--- config.mk ---
export PLATFORM = sky130hd
export DESIGN_NAME = phase_error_detector
export DESIGN_NICKNAME = d
export VERILOG_FILES = /design/src/rtl/adpll_pkg.sv /design/src/rtl/edge_sync.sv /design/src/rtl/phase_error_detector.sv
export SDC_FILE = /design/constraint.sdc
export NUM_CORES = 1
export LEC_CHECK = 0
export CORE_AREA = 2 2 107 109
export CTS_CLUSTER_SIZE = 25
export DETAILED_ROUTE_END_ITERATION = 10
export DIE_AREA = 0 0 109 111
export PLACE_DENSITY = 0.51
export SYNTH_ARGS = -nofsm -noshare
export SYNTH_HDL_FRONTEND = slang
export SYNTH_HIERARCHICAL = 1
export SYNTH_SLANG_ARGS = --single-unit
--- constraint.sdc ---
create_clock -name MainClock -period 2.75 [get_ports MainClock]
set_input_delay 0.55 -clock MainClock [delete_from_list [all_inputs] [get_ports MainClock]]
set_output_delay 0.55 -clock MainClock [all_outputs]
set_load 0.005 [all_outputs]
--- src/rtl/adpll_pkg.sv ---
// Shared definitions for the ADPLL phase detector: pairing FSM encoding and
// saturation limits of the measurement counters.
package adpll_pkg;

    typedef enum logic [1:0] {
        ST_IDLE     = 2'd0,
        ST_WAIT_OUT = 2'd1,
        ST_WAIT_IN  = 2'd2
    } pair_state_t;

    // Largest positive value of a w-bit signed phase error.
    function automatic int phase_sat_max(input int w);
        return (1 << (w - 1)) - 1;
    endfunction

    // Largest value of a w-bit unsigned period count.
    function automatic int period_sat_max(input int w);
        return (1 << w) - 1;
    endfunction

endpackage

--- src/rtl/edge_sync.sv ---
// Multi-flop synchronizer for an asynchronous input followed by a registered
// rising-edge detector producing a one-cycle pulse.
module edge_sync #(
    parameter int SYNC_STAGES = 2
) (
    input  logic clk,
    input  logic rst_n,
    input  logic async_in,
    output logic edge_pulse
);

    logic [SYNC_STAGES-1:0] sync_reg;
    logic                   hist_reg;
    logic                   prev_reg;

    // hist/prev form the edge history; the pulse lands SYNC_STAGES+1 cycles
    // after the first sampling edge, and reset clears history so no stale edge.
    always_ff @(posedge clk or negedge rst_n) begin
        if (!rst_n) begin
            sync_reg   <= '0;
            hist_reg   <= 1'b0;
            prev_reg   <= 1'b0;
            edge_pulse <= 1'b0;
        end else begin
            sync_reg   <= {sync_reg[SYNC_STAGES-2:0], async_in};
            hist_reg   <= sync_reg[SYNC_STAGES-1];
            prev_reg   <= hist_reg;
            edge_pulse <= hist_reg & ~prev_reg;
        end
    end

endmodule

--- src/rtl/phase_error_detector.sv ---
// Phase/frequency detector: pairs reference and feedback edges, measures the
// signed phase error and reference period, and tracks lock / cycle slips.
module phase_error_detector
    import adpll_pkg::*;
#(
    parameter int CNT_W       = 12,
    parameter int SYNC_STAGES = 2,
    parameter int LOCK_WIN    = 2,
    parameter int LOCK_CNT    = 4
) (
    input  logic                    MainClock,
    input  logic                    ResetN,
    input  logic                    InputSignal,
    input  logic                    OutputSignal,
    output logic                    InputSignalEdge,
    output logic                    OutputSignalEdge,
    output logic                    Lead,
    output logic                    Lag,
    output logic signed [CNT_W-1:0] PhaseError,
    output logic                    ErrValid,
    output logic        [CNT_W-1:0] PeriodCount,
    output logic                    PeriodValid,
    output logic                    Lock,
    output logic                    Slip
);

    localparam logic [CNT_W-1:0] PH_MAX  = CNT_W'(phase_sat_max(CNT_W));
    localparam logic [CNT_W-1:0] PER_MAX = CNT_W'(period_sat_max(CNT_W));
    localparam logic signed [CNT_W-1:0] WIN_POS = CNT_W'(LOCK_WIN);
    localparam logic signed [CNT_W-1:0] WIN_NEG = -WIN_POS;
    localparam int LC_W = $clog2(LOCK_CNT + 1);
    localparam logic [LC_W-1:0] LC_MAX = LC_W'(LOCK_CNT);

    logic [1:0] raw_in;
    logic [1:0] edge_det;
    logic       ie;
    logic       oe;

    assign raw_in = {OutputSignal, InputSignal};

    for (genvar gi = 0; gi < 2; gi++) begin : g_sync
        edge_sync #(
            .SYNC_STAGES(SYNC_STAGES)
        ) u_sync (
            .clk       (MainClock),
            .rst_n     (ResetN),
            .async_in  (raw_in[gi]),
            .edge_pulse(edge_det[gi])
        );
    end

    assign ie               = edge_det[0];
    assign oe               = edge_det[1];
    assign InputSignalEdge  = ie;
    assign OutputSignalEdge = oe;

    pair_state_t             state_reg, state_next;
    logic [CNT_W-1:0]        cnt_reg, cnt_next, cnt_inc, mag;
    logic                    lead_next, lag_next, ev_next, slip_next;
    logic signed [CNT_W-1:0] err_next;

    assign cnt_inc = (cnt_reg == PH_MAX) ? PH_MAX : cnt_reg + 1'b1;
    // Counter holds edges-apart minus one, so the reported magnitude is +1.
    assign mag     = (cnt_reg == PH_MAX) ? PH_MAX : cnt_reg + 1'b1;

    always_comb begin
        state_next = state_reg;
        cnt_next   = cnt_reg;
        lead_next  = 1'b0;
        lag_next   = 1'b0;
        ev_next    = 1'b0;
        slip_next  = 1'b0;
        err_next   = PhaseError;
        case (state_reg)
            ST_IDLE: begin
                if (ie && oe) begin
                    ev_next  = 1'b1;
                    err_next = '0;
                end else if (ie) begin
                    state_next = ST_WAIT_OUT;
                    cnt_next   = '0;
                end else if (oe) begin
                    state_next = ST_WAIT_IN;
                    cnt_next   = '0;
                end
            end
            ST_WAIT_OUT: begin
                cnt_next = cnt_inc;
                if (oe) begin
                    lag_next   = 1'b1;
                    ev_next    = 1'b1;
                    err_next   = $signed(mag);
                    state_next = ie ? ST_WAIT_IN : ST_IDLE;
                    cnt_next   = '0;
                end else if (ie) begin
                    slip_next = 1'b1;
                    cnt_next  = '0;
                end
            end
            ST_WAIT_IN: begin
                cnt_next = cnt_inc;
                if (ie) begin
                    lead_next  = 1'b1;
                    ev_next    = 1'b1;
                    err_next   = -$signed(mag);
                    state_next = oe ? ST_WAIT_OUT : ST_IDLE;
                    cnt_next   = '0;
                end else if (oe) begin
                    slip_next = 1'b1;
                    cnt_next  = '0;
                end
            end
            default: begin
                state_next = ST_IDLE;
                cnt_next   = '0;
            end
        endcase
    end

    always_ff @(posedge MainClock or negedge ResetN) begin
        if (!ResetN) begin
            state_reg  <= ST_IDLE;
            cnt_reg    <= '0;
            Lead       <= 1'b0;
            Lag        <= 1'b0;
            ErrValid   <= 1'b0;
            Slip       <= 1'b0;
            PhaseError <= '0;
        end else begin
            state_reg  <= state_next;
            cnt_reg    <= cnt_next;
            Lead       <= lead_next;
            Lag        <= lag_next;
            ErrValid   <= ev_next;
            Slip       <= slip_next;
            PhaseError <= err_next;
        end
    end

    logic [CNT_W-1:0] per_cnt_reg, per_inc;
    logic             seen_reg;

    assign per_inc = (per_cnt_reg == PER_MAX) ? PER_MAX : per_cnt_reg + 1'b1;

    // The first reference edge only arms the period measurement.
    always_ff @(posedge MainClock or negedge ResetN) begin
        if (!ResetN) begin
            per_cnt_reg <= '0;
            seen_reg    <= 1'b0;
            PeriodCount <= '0;
            PeriodValid <= 1'b0;
        end else begin
            PeriodValid <= 1'b0;
            if (ie) begin
                per_cnt_reg <= '0;
                seen_reg    <= 1'b1;
                if (seen_reg) begin
                    PeriodCount <= per_inc;
                    PeriodValid <= 1'b1;
                end
            end else begin
                per_cnt_reg <= per_inc;
            end
        end
    end

    logic [LC_W-1:0] lock_cnt_reg, lock_cnt_next;
    logic            in_win;

    assign in_win = (PhaseError <= WIN_POS) && (PhaseError >= WIN_NEG);

    always_comb begin
        lock_cnt_next = lock_cnt_reg;
        if (Slip) begin
            lock_cnt_next = '0;
        end else if (ErrValid) begin
            if (!in_win)
                lock_cnt_next = '0;
            else if (lock_cnt_reg != LC_MAX)
                lock_cnt_next = lock_cnt_reg + 1'b1;
        end
    end

    always_ff @(posedge MainClock or negedge ResetN) begin
        if (!ResetN) begin
            lock_cnt_reg <= '0;
            Lock         <= 1'b0;
        end else begin
            lock_cnt_reg <= lock_cnt_next;
            Lock         <= (lock_cnt_next == LC_MAX);
        end
    end

endmodule
# Yosys cells after proc, flatten, opt, wreduce, memory -nomap -nowiden

Cells that the tools add are included.

Bits in registers: 70
Bits of input ports: 4
Output and inout port bits: 32

Add/sub/neg operators: 4
Magnitude comparators: 2
Equality and inequality tests: 11
Mux-type cells: 38
Bitwise gates (word level): 4
Reduce and logical (&&, ||, !) cells: 8

Operator list:

| operator                                                                | count |
|---|---|
| 12-bit 2-to-1 mux                                                       | 13 |
| 12-bit one-hot mux with 3 select lines                                  | 2 |
| 12-bit by 1-bit adder with 12-bit output, second input constant         | 2 |
| 12-bit by 11-bit equality test with 1-bit output, second input constant | 1 |
| 12-bit equality test, second input constant                             | 1 |
| 12-bit by 2-bit >= comparator with 1-bit output, second input constant  | 1 |
| 12-bit by 3-bit <= comparator with 1-bit output, second input constant  | 1 |
| 2-bit 2-to-1 mux                                                        | 6 |
| 3-bit 2-to-1 mux                                                        | 4 |
| 12-bit negator                                                          | 1 |
| 1-bit 2-to-1 mux                                                        | 10 |
| 4-bit AND reduction                                                     | 2 |
| 2-bit one-hot mux with 3 select lines                                   | 1 |
| 2-bit by 1-bit != test with 1-bit output, second input constant         | 2 |
| 2-bit != test, second input constant                                    | 2 |
| 2-bit AND reduction                                                     | 2 |
| 3-bit by 1-bit adder with 3-bit output, second input constant           | 1 |
| 3-bit equality test, second input constant                              | 1 |
| 3-bit by 1-bit != test with 1-bit output, second input constant         | 1 |
| 3-bit != test, second input constant                                    | 1 |
| 1-bit one-hot mux with 3 select lines                                   | 1 |
| 3-bit nonzero test                                                      | 1 |
| 1-bit bitwise AND                                                       | 2 |
| 2-bit by 1-bit equality test with 1-bit output, second input constant   | 1 |
| 5 further kinds                                                         | 7 |

# Longest topological paths before layout

Depth after elaboration: 6
Depth in mapped cells: 11
Mapped depth without buffers: 9

# Cells and area by module

Netlist, hierarchy kept.

By module, submodules not included:

| module               | times used | cells each | area an instance (sq um) | seq. area each (sq um) |
|---|---|---|---|---|
| phase_error_detector | 1          | 378        | 3458.3                   | 1501.4 |
| edge_sync            | 2          | 6          | 138.9                    | 125.1 |

# Worst setup path after synthesis

Ideal clock, no wire load.

Kind: register to register
From: register cnt_reg[0]
To: register PhaseError[10]
Library setup time: 0.120 ns
Arrival time: 2.353 ns
Required time: 2.630 ns
Setup slack: 0.277 ns
Cell stages (with the launch flop): 12
Path buffers: 2
Cells stage by stage: dfrtp_1 -> ha_1 -> buf_4 -> and3_1 -> buf_4 -> nand3_1 -> and2_1 -> ha_1 -> o21a_1 -> nand4_1 -> or3b_1 -> a31o_1

Cells in the longest elaborated chain, start to end: 5

RTL lines:

| element                                                                                                             | line                        | text |
|---|---|---|
| start, declared                                                                                                     | phase_error_detector.sv:58  | `logic [CNT_W-1:0] cnt_reg, cnt_next, cnt_inc, mag;` |
| start signal, assigned                                                                                              | phase_error_detector.sv:131 | `cnt_reg <= cnt_next;` |
| 12-bit by 1-bit adder with 12-bit output / 12-bit by 11-bit equality test with 1-bit output (equally long branches) | phase_error_detector.sv:64  | `assign mag = (cnt_reg == PH_MAX) ? PH_MAX : cnt_reg + 1'b1;` |
| 12-bit 2-to-1 mux (*)                                                                                               | phase_error_detector.sv:64  |  |
| 12-bit negator                                                                                                      | phase_error_detector.sv:105 | `err_next = -$signed(mag);` |
| 12-bit 2-to-1 mux                                                                                                   | phase_error_detector.sv:102 | `if (ie) begin` |
| 12-bit one-hot mux with 3 select lines (*)                                                                          | phase_error_detector.sv:74  | `case (state_reg)` |
| end signal, assigned                                                                                                | phase_error_detector.sv:136 | `PhaseError <= err_next;` |
| end, declared                                                                                                       | phase_error_detector.sv:19  | `output logic signed [CNT_W-1:0] PhaseError,` |

Every way passes the cells marked *; elsewhere a longest branch is shown, timed or not. The select of a mux whose other input is x is not followed.
A chain may end at the register's enable or synchronous reset.

# Worst setup path in the final report

From: register cnt_reg[8]
To: register PhaseError[10]

Same word-level chain as after synthesis.

==> impl_metrics.env <==
export IMPL_cts_buffer_depth=2
export IMPL_path_cells="and4b_4 -> nand3_1 -> and2_1 -> ha_1 -> o21a_1 -> nand4_1 -> or3b_1 -> a31o_1"
export IMPL_dp_hpwl_um=6620
export IMPL_ys_ff_latch=70
export IMPL_dp_cells=559
export IMPL_port_buffers=35
export IMPL_netSwitchingFraction_pct=31.6
export IMPL_slew_violations=0
export IMPL_yosys_area_top_type_share_pct=46.9
export IMPL_syn_num_nets=403
export IMPL_max_vdd_ir_drop_mv=0.500
export IMPL_max_stage_delay_ps=490
export IMPL_dieHeight_um=111
export IMPL_startpoint="cnt_reg[8]"
export IMPL_syn_inst=390
export IMPL_drt_total_wl_um=9240
export IMPL_crit_path_end_kind="register"
export IMPL_initial_utilization_pct=33.7
export IMPL_r2r_cells=8
export IMPL_grt_max_degree=71
export IMPL_root_buffer="clkbuf_16"
export IMPL_die_x_um=109
export IMPL_slew_headroom_pct=40.5
export IMPL_yosys_top_cells_area="dfrtp_1 (47%), nand2_1 (4.8%), o21ai_0 (4.3%)"
export IMPL_finalCritPeriodShare_pct=93.0
export IMPL_synth_warnings=6
export IMPL_utilization_pct=41.3
export IMPL_avgRoutedWirePerCell_um=16.1
export IMPL_rows=39
export IMPL_drt_iter0_drc=151
export IMPL_ios=36
export IMPL_hold_buffers=0
export IMPL_criticalPathCategory="register to register"
export IMPL_synthMostInstantiatedCell="dfrtp_1"
export IMPL_vias=3023
export IMPL_antenna_cells=0
export IMPL_syn_area_sq_um=3740
export IMPL_power_per_cell_area_nw_per_um2=803
export IMPL_p_int_uw=2510
export IMPL_layout_nets=440
export IMPL_grt_pass1_vias=3083
export IMPL_synth_largest_area_cell="dfrtp_1"
export IMPL_gp_congestion=0.854
export IMPL_setup_viol=0
export IMPL_drive_above_1_share_pct=11.4
export IMPL_h_tree_depth=3
export IMPL_hp_class="primary input to async pin"
export IMPL_ys_flop_type="dfrtp_1"
export IMPL_synthTopCellsByCount="dfrtp_1 (70), nand2_1 (48), nor2_1 (38), o21ai_0 (32), nand3_1 (15)"
export IMPL_timing_rr_end="PhaseError[10]"
export IMPL_outcome="complete, no violations"
export IMPL_detail_route_first_pass_iterations=4
export IMPL_n_fill_cell=1091
export IMPL_cts_tree="yes"
export IMPL_tightest_slew_ps=893
export IMPL_p_leak_uw=0.00197
export IMPL_crit_required_ps=2970
export IMPL_r2r_start="cnt_reg[8]"
export IMPL_rrSetupSlack_ps=190
export IMPL_synth_cell_types=69
export IMPL_rsz0062_at_grt="false"
export IMPL_cp_max_fo=12
export IMPL_seq_area_sq_um=1750
export IMPL_p_clk_share_pct=34.3
export IMPL_fin_cells=574
export IMPL_async_flop_share_pct=100
export IMPL_cts_setup_buffers=0
export IMPL_cts_resized_gates=0
export IMPL_cts_buffers=9
export IMPL_final_hold_violation_count=0
export IMPL_fin_crit_ps=2560
export IMPL_synth_edf_count=0
export IMPL_area_delta_synth_final_pct=22.5
export IMPL_multi_input_area_sq_um=1830
export IMPL_drv_cap=0
export IMPL_pwr_share_comb_pct=29.2
export IMPL_grt_overflow=0
export IMPL_p_seq_share_pct=36.5
export IMPL_dieArea_sq_um=12100
export IMPL_antenna_found_initial=0
export IMPL_skew_ps=6.70
export IMPL_ys_seq_area_share_pct=46.9
export IMPL_core_area_sq_um=11100
export IMPL_drc=0
export IMPL_grt_usage_pct=16.6
export IMPL_finalSetupTns_ps=0
export IMPL_start_kind="register"
export IMPL_switching_power_uw=1160
export IMPL_fmax_ghz=0.391
export IMPL_path_clk_slew_ps=60
export IMPL_ant_nets=0
export IMPL_cts_sinks=70
export IMPL_via_per_inst=5.27
export IMPL_cp_arrival_ps=2780
export IMPL_clk_latency_ps=330
export IMPL_synth_area_per_cell_sq_um=9.58
export IMPL_cp_slowest_cell="dfrtp_1"
export IMPL_grt_first_pass_wirelength_um=15700
[metal layers]
| layer | GRT usage, % | vias to the layer above | part of all wire, % | routed length [um] |
|---|---|---|---|---|
| met2 | 25.5 | 60 | 46 | 4290 |
| met1 | 22.4 | 1477 | 48 | 4440 |
| met3 | 3.88 | 15 | 3.7 | 338 |
| met5 | 0 | - | 0 | 0 |
| met4 | 6.24 | 0 | 1.8 | 171 |
| li1 | - | 1471 | - | - |
[cell usage in the layout, fill, tap and decap left out, types with 4 or more instances in the layout]
| master | Yosys | layout |
|---|---|---|
| inv_1 | 12 | 12 |
| a211oi_1 | 4 | 4 |
| and2_1 | 7 | 7 |
| o21ai_0 | 32 | 32 |
| clkbuf_16 | 0 | 9 |
| nor2_1 | 38 | 38 |
| nand3_1 | 15 | 15 |
| dfrtp_1 | 70 | 70 |
| ha_1 | 9 | 9 |
| buf_4 | 3 | 15 |
| xnor2_1 | 12 | 12 |
| or4_1 | 4 | 4 |
| clkdlybuf4s50_1 | 0 | 34 |
| xor2_1 | 4 | 4 |
| a21oi_1 | 14 | 14 |
| nand2_1 | 48 | 48 |
| nor3_1 | 7 | 7 |
| o221ai_1 | 4 | 4 |
| nand4_1 | 5 | 5 |
| a22o_1 | 5 | 5 |
| mux2i_1 | 5 | 5 |
[power groups by stage]
stage | logic [uW] | clock network (uW) | registers [uW]
after CTS | 1080 | 1290 | 1340
after global placement | 1070 | 0 | 1350
after floorplan | 678 | 0 | 1320
after detailed placement | 1080 | 0 | 1360
final | 1070 | 1260 | 1340
after global routing | 1200 | 1360 | 1360
[stage by stage]
stage / setup WS (ps) / instance area, sq um / hold slack, ps / total power (uW)
5_1_grt: 61.9 / 4580 / 354 / 3920
3_3_place_gp: 337 / 4250 / 332 / 2420
3_5_place_dp: 266 / 4250 / 337 / 2430
4_1_cts: 251 / 4580 / 350 / 3710
2_1_floorplan: 277 / 3740 / 254 / 2000
6_report: 193 / 4580 / 309 / 3670
[worst max-delay path: cells and delay by family (launching register included)]
kind / cells / cell delay [ps]
simple gates: 5 / 1300
compound gates: 2 / 470
flops: 1 / 490
fa+ha+maj: 1 / 180
[cell type report]
type | instances | share of cell area (%)
inverters | 12 | 0.984
multi-input cells | 285 | 39.9
well taps | 143 | 3.91
clock buffers | 10 | 5.22
repair buffers | 49 | 9.90
clock inverters | 5 | 1.83
flip-flops and latches | 70 | 38.3
[worst max path at each step]
stage and to:
2_1_floorplan PhaseError[10], 3_3_place_gp PhaseError[10], 3_5_place_dp PhaseError[10], 4_1_cts PhaseError[10], 5_1_grt PhaseError[10], 6_report PhaseError[10]
[cell families (layout without fill, tap and decap cells)]
family | count (synthesis) | after routing | synth area share, %
flops | 70 | 70 | 46.9
simple gates | 152 | 152 | 20.9
fa+ha+maj | 9 | 9 | 3.01
buf+inv | 35 | 76 | 4.25
compound gates | 100 | 100 | 19.0
xor+xnor | 16 | 16 | 3.75
mux | 8 | 8 | 2.24
Note: power is estimated with default switching activity, not from simulation.
